==> config.mk <==
export PLATFORM = sky130hd
export DESIGN_NAME = booth_divider
export DESIGN_NICKNAME = d
export VERILOG_FILES = /design/src/rtl/booth_divider.sv
export SDC_FILE = /design/constraint.sdc
export NUM_CORES = 1
export LEC_CHECK = 0
export CORE_AREA = 10 10 72 74
export CTS_BUF_LIST = sky130_fd_sc_hd__clkbuf_4
export DETAILED_ROUTE_END_ITERATION = 8
export DIE_AREA = 0 0 82 84
export PLACE_DENSITY = 0.74
export SYNTH_ARGS = -nofsm -noshare
export SYNTH_HDL_FRONTEND = slang
export SYNTH_SLANG_ARGS = --single-unit
==> constraint.sdc <==
create_clock -name clk -period 1.8 [get_ports clk]
set_input_delay 0.36 -clock clk [delete_from_list [all_inputs] [get_ports clk]]
set_output_delay 0.36 -clock clk [all_outputs]
set_load 0.01 [all_outputs]
==> src/rtl/booth_divider.sv <==
// Sequential signed radix-2 divider: restoring shift-subtract on operand magnitudes,
// then a sign-fix cycle. Companion datapath to the sequential Booth multiplier.
module booth_divider #(
  parameter int unsigned WIDTH = 4
) (
  input  logic             clk,
  input  logic             reset,
  input  logic             start,
  input  logic [WIDTH-1:0] dividend,
  input  logic [WIDTH-1:0] divisor,
  output logic [WIDTH-1:0] quotient,
  output logic [WIDTH-1:0] remainder,
  output logic             busy,
  output logic             done,
  output logic             div_by_zero,
  output logic             overflow
);

  localparam int unsigned     CW       = $clog2(WIDTH);
  localparam logic [CW-1:0]   LAST     = CW'(WIDTH - 1);
  localparam logic [WIDTH-1:0] MOST_NEG = {1'b1, {(WIDTH-1){1'b0}}};

  typedef enum logic [2:0] {
    S_IDLE,
    S_CALC,
    S_FIX,
    S_SETTLE,
    S_DONE
  } state_t;

  state_t           state_q;
  logic [CW-1:0]    cnt_q;
  logic [WIDTH:0]   rem_q;
  logic [WIDTH:0]   dvs_q;
  logic [WIDTH-1:0] quo_q;
  logic [WIDTH-1:0] dvd_q;
  logic             sign_quo_q;
  logic             sign_rem_q;
  logic             dz_q;
  logic             ov_q;

  logic [WIDTH-1:0] quotient_q;
  logic [WIDTH-1:0] remainder_q;
  logic             busy_q;
  logic             done_q;
  logic             dbz_q;
  logic             ovf_q;

  logic [WIDTH:0]   rem_sh_d;
  logic [WIDTH:0]   rem_d;
  logic [WIDTH-1:0] quo_d;
  logic             fit_d;
  logic [WIDTH-1:0] dvd_mag_d;
  logic [WIDTH-1:0] dvs_mag_d;
  logic [WIDTH-1:0] quo_fix_d;
  logic [WIDTH-1:0] rem_fix_d;

  always_comb begin
    rem_sh_d  = {rem_q[WIDTH-1:0], quo_q[WIDTH-1]};
    fit_d     = (rem_sh_d >= dvs_q);
    rem_d     = fit_d ? (rem_sh_d - dvs_q) : rem_sh_d;
    quo_d     = {quo_q[WIDTH-2:0], fit_d};
    // Most-negative operand negates to itself, which as an unsigned magnitude is correct.
    dvd_mag_d = dividend[WIDTH-1] ? -dividend : dividend;
    dvs_mag_d = divisor[WIDTH-1]  ? -divisor  : divisor;
    quo_fix_d = sign_quo_q ? -quo_q : quo_q;
    rem_fix_d = sign_rem_q ? -rem_q[WIDTH-1:0] : rem_q[WIDTH-1:0];
    if (dz_q) begin
      quo_fix_d = '1;
      rem_fix_d = dvd_q;
    end else if (ov_q) begin
      quo_fix_d = MOST_NEG;
      rem_fix_d = '0;
    end
  end

  always_ff @(posedge clk or negedge reset) begin
    if (!reset) begin
      state_q     <= S_IDLE;
      cnt_q       <= '0;
      rem_q       <= '0;
      dvs_q       <= '0;
      quo_q       <= '0;
      dvd_q       <= '0;
      sign_quo_q  <= 1'b0;
      sign_rem_q  <= 1'b0;
      dz_q        <= 1'b0;
      ov_q        <= 1'b0;
      quotient_q  <= '0;
      remainder_q <= '0;
      busy_q      <= 1'b0;
      done_q      <= 1'b0;
      dbz_q       <= 1'b0;
      ovf_q       <= 1'b0;
    end else begin
      done_q <= 1'b0;
      case (state_q)
        // The edge that ends DONE is the first IDLE edge, so a held start chains jobs.
        S_IDLE, S_DONE: begin
          if (start) begin
            state_q    <= S_CALC;
            busy_q     <= 1'b1;
            cnt_q      <= '0;
            rem_q      <= '0;
            quo_q      <= dvd_mag_d;
            dvs_q      <= {1'b0, dvs_mag_d};
            dvd_q      <= dividend;
            sign_quo_q <= dividend[WIDTH-1] ^ divisor[WIDTH-1];
            sign_rem_q <= dividend[WIDTH-1];
            dz_q       <= (divisor == '0);
            ov_q       <= (dividend == MOST_NEG) && (divisor == '1);
          end else begin
            state_q <= S_IDLE;
            busy_q  <= 1'b0;
          end
        end
        S_CALC: begin
          rem_q <= rem_d;
          quo_q <= quo_d;
          cnt_q <= cnt_q + CW'(1);
          if (cnt_q == LAST) begin
            state_q <= S_FIX;
          end
        end
        S_FIX: begin
          quotient_q  <= quo_fix_d;
          remainder_q <= rem_fix_d;
          dbz_q       <= dz_q;
          ovf_q       <= ov_q;
          state_q     <= S_SETTLE;
        end
        // Extra cycle keeps the done pulse on the same cadence as the multiplier.
        S_SETTLE: begin
          done_q  <= 1'b1;
          state_q <= S_DONE;
        end
        default: begin
          state_q <= S_IDLE;
          busy_q  <= 1'b0;
        end
      endcase
    end
  end

  assign quotient    = quotient_q;
  assign remainder   = remainder_q;
  assign busy        = busy_q;
  assign done        = done_q;
  assign div_by_zero = dbz_q;
  assign overflow    = ovf_q;

endmodule

# Word-level counts from Yosys, hierarchy flattened
# Index checks and enable logic that the tools add are counted.
[totals] register_bits=37 wordCells=62 output_inout_bits=12 inputBits=11
[op_classes] eq_ne=9 n_lt_le_gt_ge=1 mux=21 n_bitwise=1 reduce_logical=8 addsub=6
[op_table] cell="4-bit 2-to-1 mux" count=11
[op_table] cell="4-bit negation" count=4
[op_table] cell="4-bit case mux with 2 select lines" count=2
[op_table] cell="3-bit case mux with 4 select lines" count=1
[op_table] cell="4-bit equality test, second input constant" count=2
[op_table] cell="3-bit by 2-bit equality test with 1-bit output, second input constant" count=2
[op_table] cell="5-bit by 4-bit >= comparator with 1-bit output" count=1
[op_table] cell="4-bit zero test" count=1
[op_table] cell="2-bit != test, second input constant" count=2
[op_table] cell="2-bit case mux with 2 select lines" count=1
[op_table] cell="2-bit AND reduction" count=2
[op_table] cell="4-bit subtractor" count=1
[op_table] cell="3-bit by 1-bit equality test with 1-bit output, second input constant" count=1
[op_table] cell="3-bit equality test, second input constant" count=1
[op_table] cell="3-bit zero test" count=1
[op_table] cell="1-bit 2-to-1 mux" count=3
[op_table] cell="3-bit 2-to-1 mux" count=1
[op_table] cell="3-bit OR reduction" count=1
[op_table] cell="2-bit by 1-bit adder with 2-bit output, second input constant" count=1
[op_table] cell="2-bit equality test, second input constant" count=1
[op_table] cell="2-bit 2-to-1 mux" count=1
[op_table] cell="1-bit case mux with 2 select lines" count=1
[op_table] cell="2-bit nonzero test" count=1
[op_table] cell="2-bit OR reduction" count=1
[op_table] cell="other kinds (2)" count=2

# Longest topological paths before layout
# Gate-level depths: netlist of run 1.
[depth] ltp_word=4 depth_mapped=7 ltp_nobuf=7

# Worst setup path after synthesis of run 1
# OpenSTA, ideal clock, no wires.
[synth_path] path_kind="register -> register" startpoint="register rem_q[1]" endpoint="register rem_q[0]" period_less_slack_ps=1816 setup_time_ps=121 required_time_ps=1679 slack_ps=-16 path_buffers=0 path_stages_with_launch=7 arrival_ps=1695 cell_sequence="dfrtp_1 -> ha_1 -> or2_1 -> a211oi_1 -> nor2_2 -> mux2i_1 -> a22o_1"
[synth_between] elab_chain_cells=3
[synth_lines] element="from (decl)" line="33" source="logic [WIDTH:0] rem_q;"
[synth_lines] element="from (signal assigned)" line="118" source="rem_q <= rem_d;"
[synth_lines] element="5-bit by 4-bit >= comparator with 1-bit output" line="60" source="fit_d = (rem_sh_d >= dvs_q);"
[synth_lines] element="4-bit 2-to-1 mux" line="61" source="rem_d = fit_d ? (rem_sh_d - dvs_q) : rem_sh_d;"
[synth_lines] element="4-bit case mux with 2 select lines" line="97" source="case (state_q)"
# No other way between the ends.
# A chain may end at the register's enable or synchronous reset.

# Worst setup path in the final report of run 1
[layout_path] startpoint="register rem_q[0]" endpoint="register rem_q[0]"
# Same word-level chain as after synthesis.

==> flow_summary.json, run 1 <==
{
  "ys_warn_count": 0,
  "dieArea_mm2": 0.00689,
  "antenna_found_initial": 0,
  "hold_viol_final": 0,
  "grt_pass1_vias": 1528,
  "rsz0062_at_grt": "true",
  "max-cap-violations": 0,
  "ant_nets": 0,
  "cts_buffer_depth": 2,
  "vias_per_cell": 5.27,
  "drc_errors": 0,
  "endpoint_kind": "flip-flop",
  "grt_pass1_wl_um": 7310,
  "fin_crit_sh_pct": 98.1,
  "required_ns": 2.05,
  "yosysUniqueCellTypes": 36,
  "cts_root_buf": "clkbuf_4",
  "setup_viol": 0,
  "n_fill_cell": 351,
  "wirelength_um": 4140,
  "detail_route.wl_per_cell_um": 14.8,
  "die_x_um": 82,
  "cts_tree": "built",
  "grt-ovfl-total": 0,
  "mostFrequentLayoutCell": "dfrtp_1",
  "multi_input_area_um2": 910,
  "final_max_slew_viol_count": 0,
  "hold_buffers": 0,
  "hpwl_um": 3070,
  "die_h_um": 84,
  "synth-seq-cells": 36,
  "cts.sinks": 36,
  "drive_above_1_share_pct": 14.3,
  "synth-seq-area-share_pct": 48.7,
  "synthesis.nets": 214,
  "period_needed_ns": 1.77,
  "fin_ws_ns": 0.0333,
  "area_growth_pct": 26.5,
  "worst-path-max-fanout": 4,
  "r2r-start": "rem_q[0]$_DFFE_PN0P_",
  "arrival_ns": 2.02,
  "reg2regPathDepth": 6,
  "initial_core_util_pct": 48.0,
  "startpoint_type": "flip-flop",
  "cts_made_buffers": 5,
  "worstHoldPathType": "in2async",
  "clk_pin_slew_ns": 0.11,
  "place_congestion": 0.880,
  "drt_pass1_iterations": 4,
  "drt_iter0_drc": 132,
  "synth_cells": 192,
  "worstSetupPathType": "reg2reg",
  "num_antenna_cells": 0,
  "vdd_drop_max_v": 0.000695,
  "maxSlewHeadroom_pct": 69.6,
  "clk_latency_ns": 0.36,
  "power_w": 0.00447,
  "final-seq-area_um2": 901,
  "io_buffers": 22,
  "p_leak_nw": 1.08,
  "fin_skew_ns": 0.0118,
  "status": "completed",
  "io-pin-count": 23,
  "r2r_setup_slack_ns": 0.03,
  "powerDensity_mw_per_mm2": 1910,
  "vias": 1475,
  "grt_max_degree": 37,
  "h-tree-depth": 2,
  "syn_area_mm2": 0.00185,
  "core_area_mm2": 0.00386,
  "final_cell_mix": "dfrtp_1, nand2_1, clkdlybuf4s50_1",
  "dp_slack_ns": 0.0212,
  "grt_usage_pct": 13.5,
  "nNetsFinal": 251,
  "syn_avg_cell_area_um2": 9.63,
  "fmax_mhz": 566,
  "tightest_slew_ns": 0.455,
  "placementRows": 23,
  "timing.rr.end": "rem_q[0]$_DFFE_PN0P_"
}
==> per-stage QoR <==
stage	utilization, %	instances	cell area (um2)	setup TNS, ns	hold slack [ns]
floorplan	-	192	1860	0	0.0644
global placement	57.5	271	2220	0	0.463
global route	60.6	280	2340	-0.0801	0.453
CTS	59.9	279	2310	0	0.412
finish	60.6	280	2340	0	0.405
detailed placement	57.5	271	2220	0	0.470
==> state kept, by name (all words and copies together) (netlist names) <==
signal       flops
ov_q             1
state_q          3
quotient         4
cnt_q            2
dvd_q            4
dz_q             1
div_by_zero      1
done             1
overflow         1
quo_q            4
dvs_q            4
busy             1
sign_quo_q       1
remainder        4
rem_q            4
==> critical path, stage by stage, from the launching register on <==
cell	delay, ns
dfrtp_1	0.42
ha_4	0.17
or4_4	0.53
a21oi_4	0.17
nor2_4	0.07
mux2i_1	0.13
a22o_1	0.17
==> logic make-up after synthesis <==
logic type | Yosys count | share of synthesized area (%)
AO/OA/AOI/OAI | 45 | 14.7
XOR/XNOR | 9 | 4.26
multiplexers | 8 | 4.47
buffers and inverters | 22 | 4.53
adder cells (fa/ha/maj) | 11 | 7.85
AND/OR/NAND/NOR | 61 | 15.5
flip-flops | 36 | 48.7
==> repair_timing <==
| action | CTS | global route |
|---|---|---|
| pin swaps | 0 | 4 |
| setup buffers | 0 | 1 |
| gates resized for setup | 3 | 4 |
| cloned | 0 | 0 |
| endpoints found under the setup margin | 1 | 5 |
==> final cells by class <==
type                    count  area share (%)
inverters                  16            2.57
clock buffers               6            1.93
well taps                  50            2.68
flip-flops and latches     36            38.5
clock inverters             2            1.50
repair buffers             36            13.9
multi-input cells         134            38.9
==> Yosys cell counts (all sizes together) <==
| master | n | area, um2 |
|---|---|---|
| nand3 | 2 | 10.0 |
| nand4 | 2 | 12.5 |
| a31oi | 1 | 6.26 |
| and2 | 1 | 6.26 |
| nor2b | 1 | 6.26 |
| or2 | 1 | 6.26 |
| nand2b | 5 | 31.3 |
| mux2 | 2 | 22.5 |
| buf | 1 | 5.00 |
| a21oi | 14 | 73.8 |
| nor4 | 1 | 6.26 |
| ha | 10 | 125 |
| nor3 | 4 | 20.0 |
| nor2 | 15 | 61.3 |
| dfrtp | 36 | 901 |
| and3 | 3 | 18.8 |
| or3 | 1 | 6.26 |
| xor2 | 3 | 26.3 |
| a22o | 2 | 17.5 |
| nand2 | 24 | 90.1 |
| a21o | 1 | 7.51 |
| o221ai | 1 | 8.76 |
| clkbuf | 5 | 18.8 |
| a211oi | 1 | 7.51 |
| a221o | 2 | 20.0 |
| or4 | 1 | 11.3 |
| o211ai | 1 | 7.51 |
| inv | 16 | 60.1 |
| a22oi | 3 | 22.5 |
| o31ai | 2 | 15.0 |
| xnor2 | 6 | 52.6 |
| fa | 1 | 20.0 |
| o21ai | 17 | 85.1 |
| mux2i | 6 | 60.1 |
==> per-layer routing <==
metal,global-route usage (%),vias up,wire length (um)
li1,-,731,-
met1,16.9,707,1830
met2,20.6,29,2010
met3,4.42,8,223
met4,5.42,0,76
met5,0,-,0
==> worst max path at each step <==
stage,endpoint,cells after the start,start,slack (ns)
floorplan,rem_q[0]$_DFFE_PN0P_,6,rem_q[0]$_DFFE_PN0P_,0.02
global placement,rem_q[0]$_DFFE_PN0P_,7,dvs_q[1]$_DFFE_PN0P_,0.06
detailed placement,rem_q[0]$_DFFE_PN0P_,7,dvs_q[1]$_DFFE_PN0P_,0.02
CTS,rem_q[0]$_DFFE_PN0P_,7,dvs_q[1]$_DFFE_PN0P_,0.01
global route,rem_q[0]$_DFFE_PN0P_,7,dvs_q[1]$_DFFE_PN0P_,-0.03
finish,rem_q[0]$_DFFE_PN0P_,6,rem_q[0]$_DFFE_PN0P_,0.03
==> where the power goes <==
part / total (W) / switching [W] / internal (W)
combinational: 0.00245 / 0.00123 / 0.00122
sequential: 0.00143 / 0.000256 / 0.00117
clock: 0.000592 / 0.000286 / 0.000306
Power figures use the tool's default switching activity.
==> run 2: changes to the inputs <==
- CTS_CLUSTER_SIZE: unset -> 28
- DONT_BUFFER_PORTS: unset -> 1
- HOLD_SLACK_MARGIN: unset -> 0.02
- PLACE_DENSITY: 0.74 -> 0.66
==> flow_summary.json, run 2 (synthesis results as in run 1) <==
{
  "status": "finished, violations left",
  "violations": "negative setup slack",
  "die_h_um": 84,
  "die_x_um": 82,
  "fin_ws_ns": -0.0116,
  "endpoint_kind": "flip-flop",
  "reg2regPathDepth": 6,
  "ant_nets": 0,
  "io-pin-count": 23,
  "power_w": 0.00402,
  "fin_skew_ns": 0.0134,
  "clk_latency_ns": 0.36,
  "grt_max_degree": 37,
  "h-tree-depth": 2,
  "hold_end": "dvd_q[2]$_DFFE_PN0P_",
  "clk_pin_slew_ns": 0.11,
  "initial_core_util_pct": 48.0,
  "period_needed_ns": 1.81,
  "vdd_drop_max_v": 0.000644,
  "crit_family": "simple AND/OR/NAND/NOR gates",
  "multi_input_area_um2": 902,
  "hpwl_um": 3120,
  "cp_num_cells": 6,
  "n_fill_cell": 361,
  "final_max_slew_viol_count": 0,
  "fmax_mhz": 552,
  "final-seq-area_um2": 901,
  "fin_crit_sh_pct": 101,
  "r2r-start": "rem_q[2]$_DFFE_PN0P_",
  "slowest_stage": "or4_4",
  "setup_viol": 1,
  "cts_root_buf": "clkbuf_4",
  "core_area_mm2": 0.00386,
  "required_ns": 2.03,
  "antenna_found_initial": 0,
  "io_buffers": 0,
  "setup_tns_ns": -0.0116,
  "r2r_setup_slack_ns": -0.01,
  "worst-path-buf-inv": 0,
  "drt_pass1_iterations": 4,
  "num_antenna_cells": 0,
  "p_leak_nw": 0.985,
  "holdCritStartpoint": "dividend[2]",
  "grt_usage_pct": 13.0,
  "worstSetupPathType": "reg2reg",
  "startpoint_type": "flip-flop",
  "cp_cell_sequence": "ha_4 -> or4_4 -> a21oi_4 -> nor2_4 -> mux2i_1 -> o21ai_1",
  "worst-path-max-fanout": 4,
  "cts.sinks": 36,
  "place_congestion": 0.875,
  "rsz0062_at_grt": "true",
  "cts_tree": "built",
  "powerDensity_mw_per_mm2": 1920,
  "mostFrequentLayoutCell": "dfrtp_1",
  "cts_buffer_depth": 2,
  "placementRows": 23,
  "worstHoldPathType": "in2reg",
  "dieArea_mm2": 0.00689,
  "vias_per_cell": 5.42,
  "drt_iter0_drc": 81,
  "cts_made_buffers": 5,
  "final_cell_mix": "dfrtp_1, nand2_1, inv_1, o21ai_0",
  "maxSlewHeadroom_pct": 71.3,
  "grt_pass1_wl_um": 6990,
  "grt_pass1_vias": 1433,
  "wirelength_um": 4140,
  "max-cap-violations": 0,
  "arrival_ns": 2.05,
  "tightest_slew_ns": 0.429,
  "drive_above_1_share_pct": 15.5,
  "hold_path_depth": 2,
  "hold_viol_final": 0,
  "nNetsFinal": 228,
  "vias": 1393,
  "drc_errors": 0,
  "detail_route.wl_per_cell_um": 16.1,
  "grt-ovfl-total": 0,
  "area_growth_pct": 13.3,
  "timing.rr.end": "rem_q[1]$_DFFE_PN0P_",
  "max_stage_delay_ns": 0.54
}
## run 2: how the worst max path moves through the flow
| stage | from | endpoint | slack [ns] |
|---|---|---|---|
| floorplan | rem_q[0]$_DFFE_PN0P_ | rem_q[0]$_DFFE_PN0P_ | 0.02 |
| detailed placement | dvs_q[1]$_DFFE_PN0P_ | rem_q[1]$_DFFE_PN0P_ | -0.03 |
| global placement | dvs_q[1]$_DFFE_PN0P_ | rem_q[0]$_DFFE_PN0P_ | 0.06 |
| global route | rem_q[2]$_DFFE_PN0P_ | rem_q[1]$_DFFE_PN0P_ | -0.06 |
| finish | rem_q[2]$_DFFE_PN0P_ | rem_q[1]$_DFFE_PN0P_ | -0.01 |
| CTS | rem_q[2]$_DFFE_PN0P_ | rem_q[1]$_DFFE_PN0P_ | -0.0002 |
## run 2: layout make-up
class                   count  share of cell area [%]
well taps                  50                    2.99
clock buffers               5                    1.79
clock inverters             3                   0.896
multi-input cells         134                    43.1
flip-flops and latches     36                    43.0
inverters                  16                    2.87
repair buffers             13                    5.38
## run 2: repair_timing
action | in CTS | in global routing
gates resized for setup | 5 | 4
hold buffers | 2 | 0
endpoints found under the hold margin | 36 | 0
buffers inserted | 1 | 0
endpoints found under the setup margin | 3 | 5
pin swaps | 6 | 1
## run 2: layer usage
metal  share of wire, %  track usage, %  vias to the layer above
li1                   -               -                      685
met1                 41            15.1                      655
met2                 47            20.2                       45
met3                 11            6.36                        8
met4                1.5            4.49                        0
met5                  0               0                        -
## run 2: power breakdown
part / internal [W] / total, W / switching (W)
combinational: 0.000961 / 0.00206 / 0.00109
clock: 0.000150 / 0.000444 / 0.000294
sequential: 0.00117 / 0.00152 / 0.000350
total: 0.00228 / 0.00402 / 0.00174
## run 2: stage by stage
| stage | hold slack, ns | setup WS, ns | util, % | instance area, um2 | std cells |
|---|---|---|---|---|---|
| 2_1_floorplan | 0.0644 | 0.0153 | - | 1860 | 192 |
| 3_3_place_gp | 0.0661 | 0.0637 | 51.2 | 1980 | 246 |
| 3_5_place_dp | 0.0656 | -0.0316 | 51.2 | 1980 | 246 |
| 4_1_cts | 0.112 | -0.000183 | 54.1 | 2080 | 257 |
| 5_1_grt | 0.113 | -0.0604 | 54.3 | 2090 | 257 |
| 6_report | 0.125 | -0.0116 | 54.3 | 2090 | 257 |
==> run 3: changes to the inputs <==
- CTS_CLUSTER_DIAMETER: unset -> 120
==> results of run 3 <==
Same layout as run 2: the final DEF is identical, and so are final timing and power.
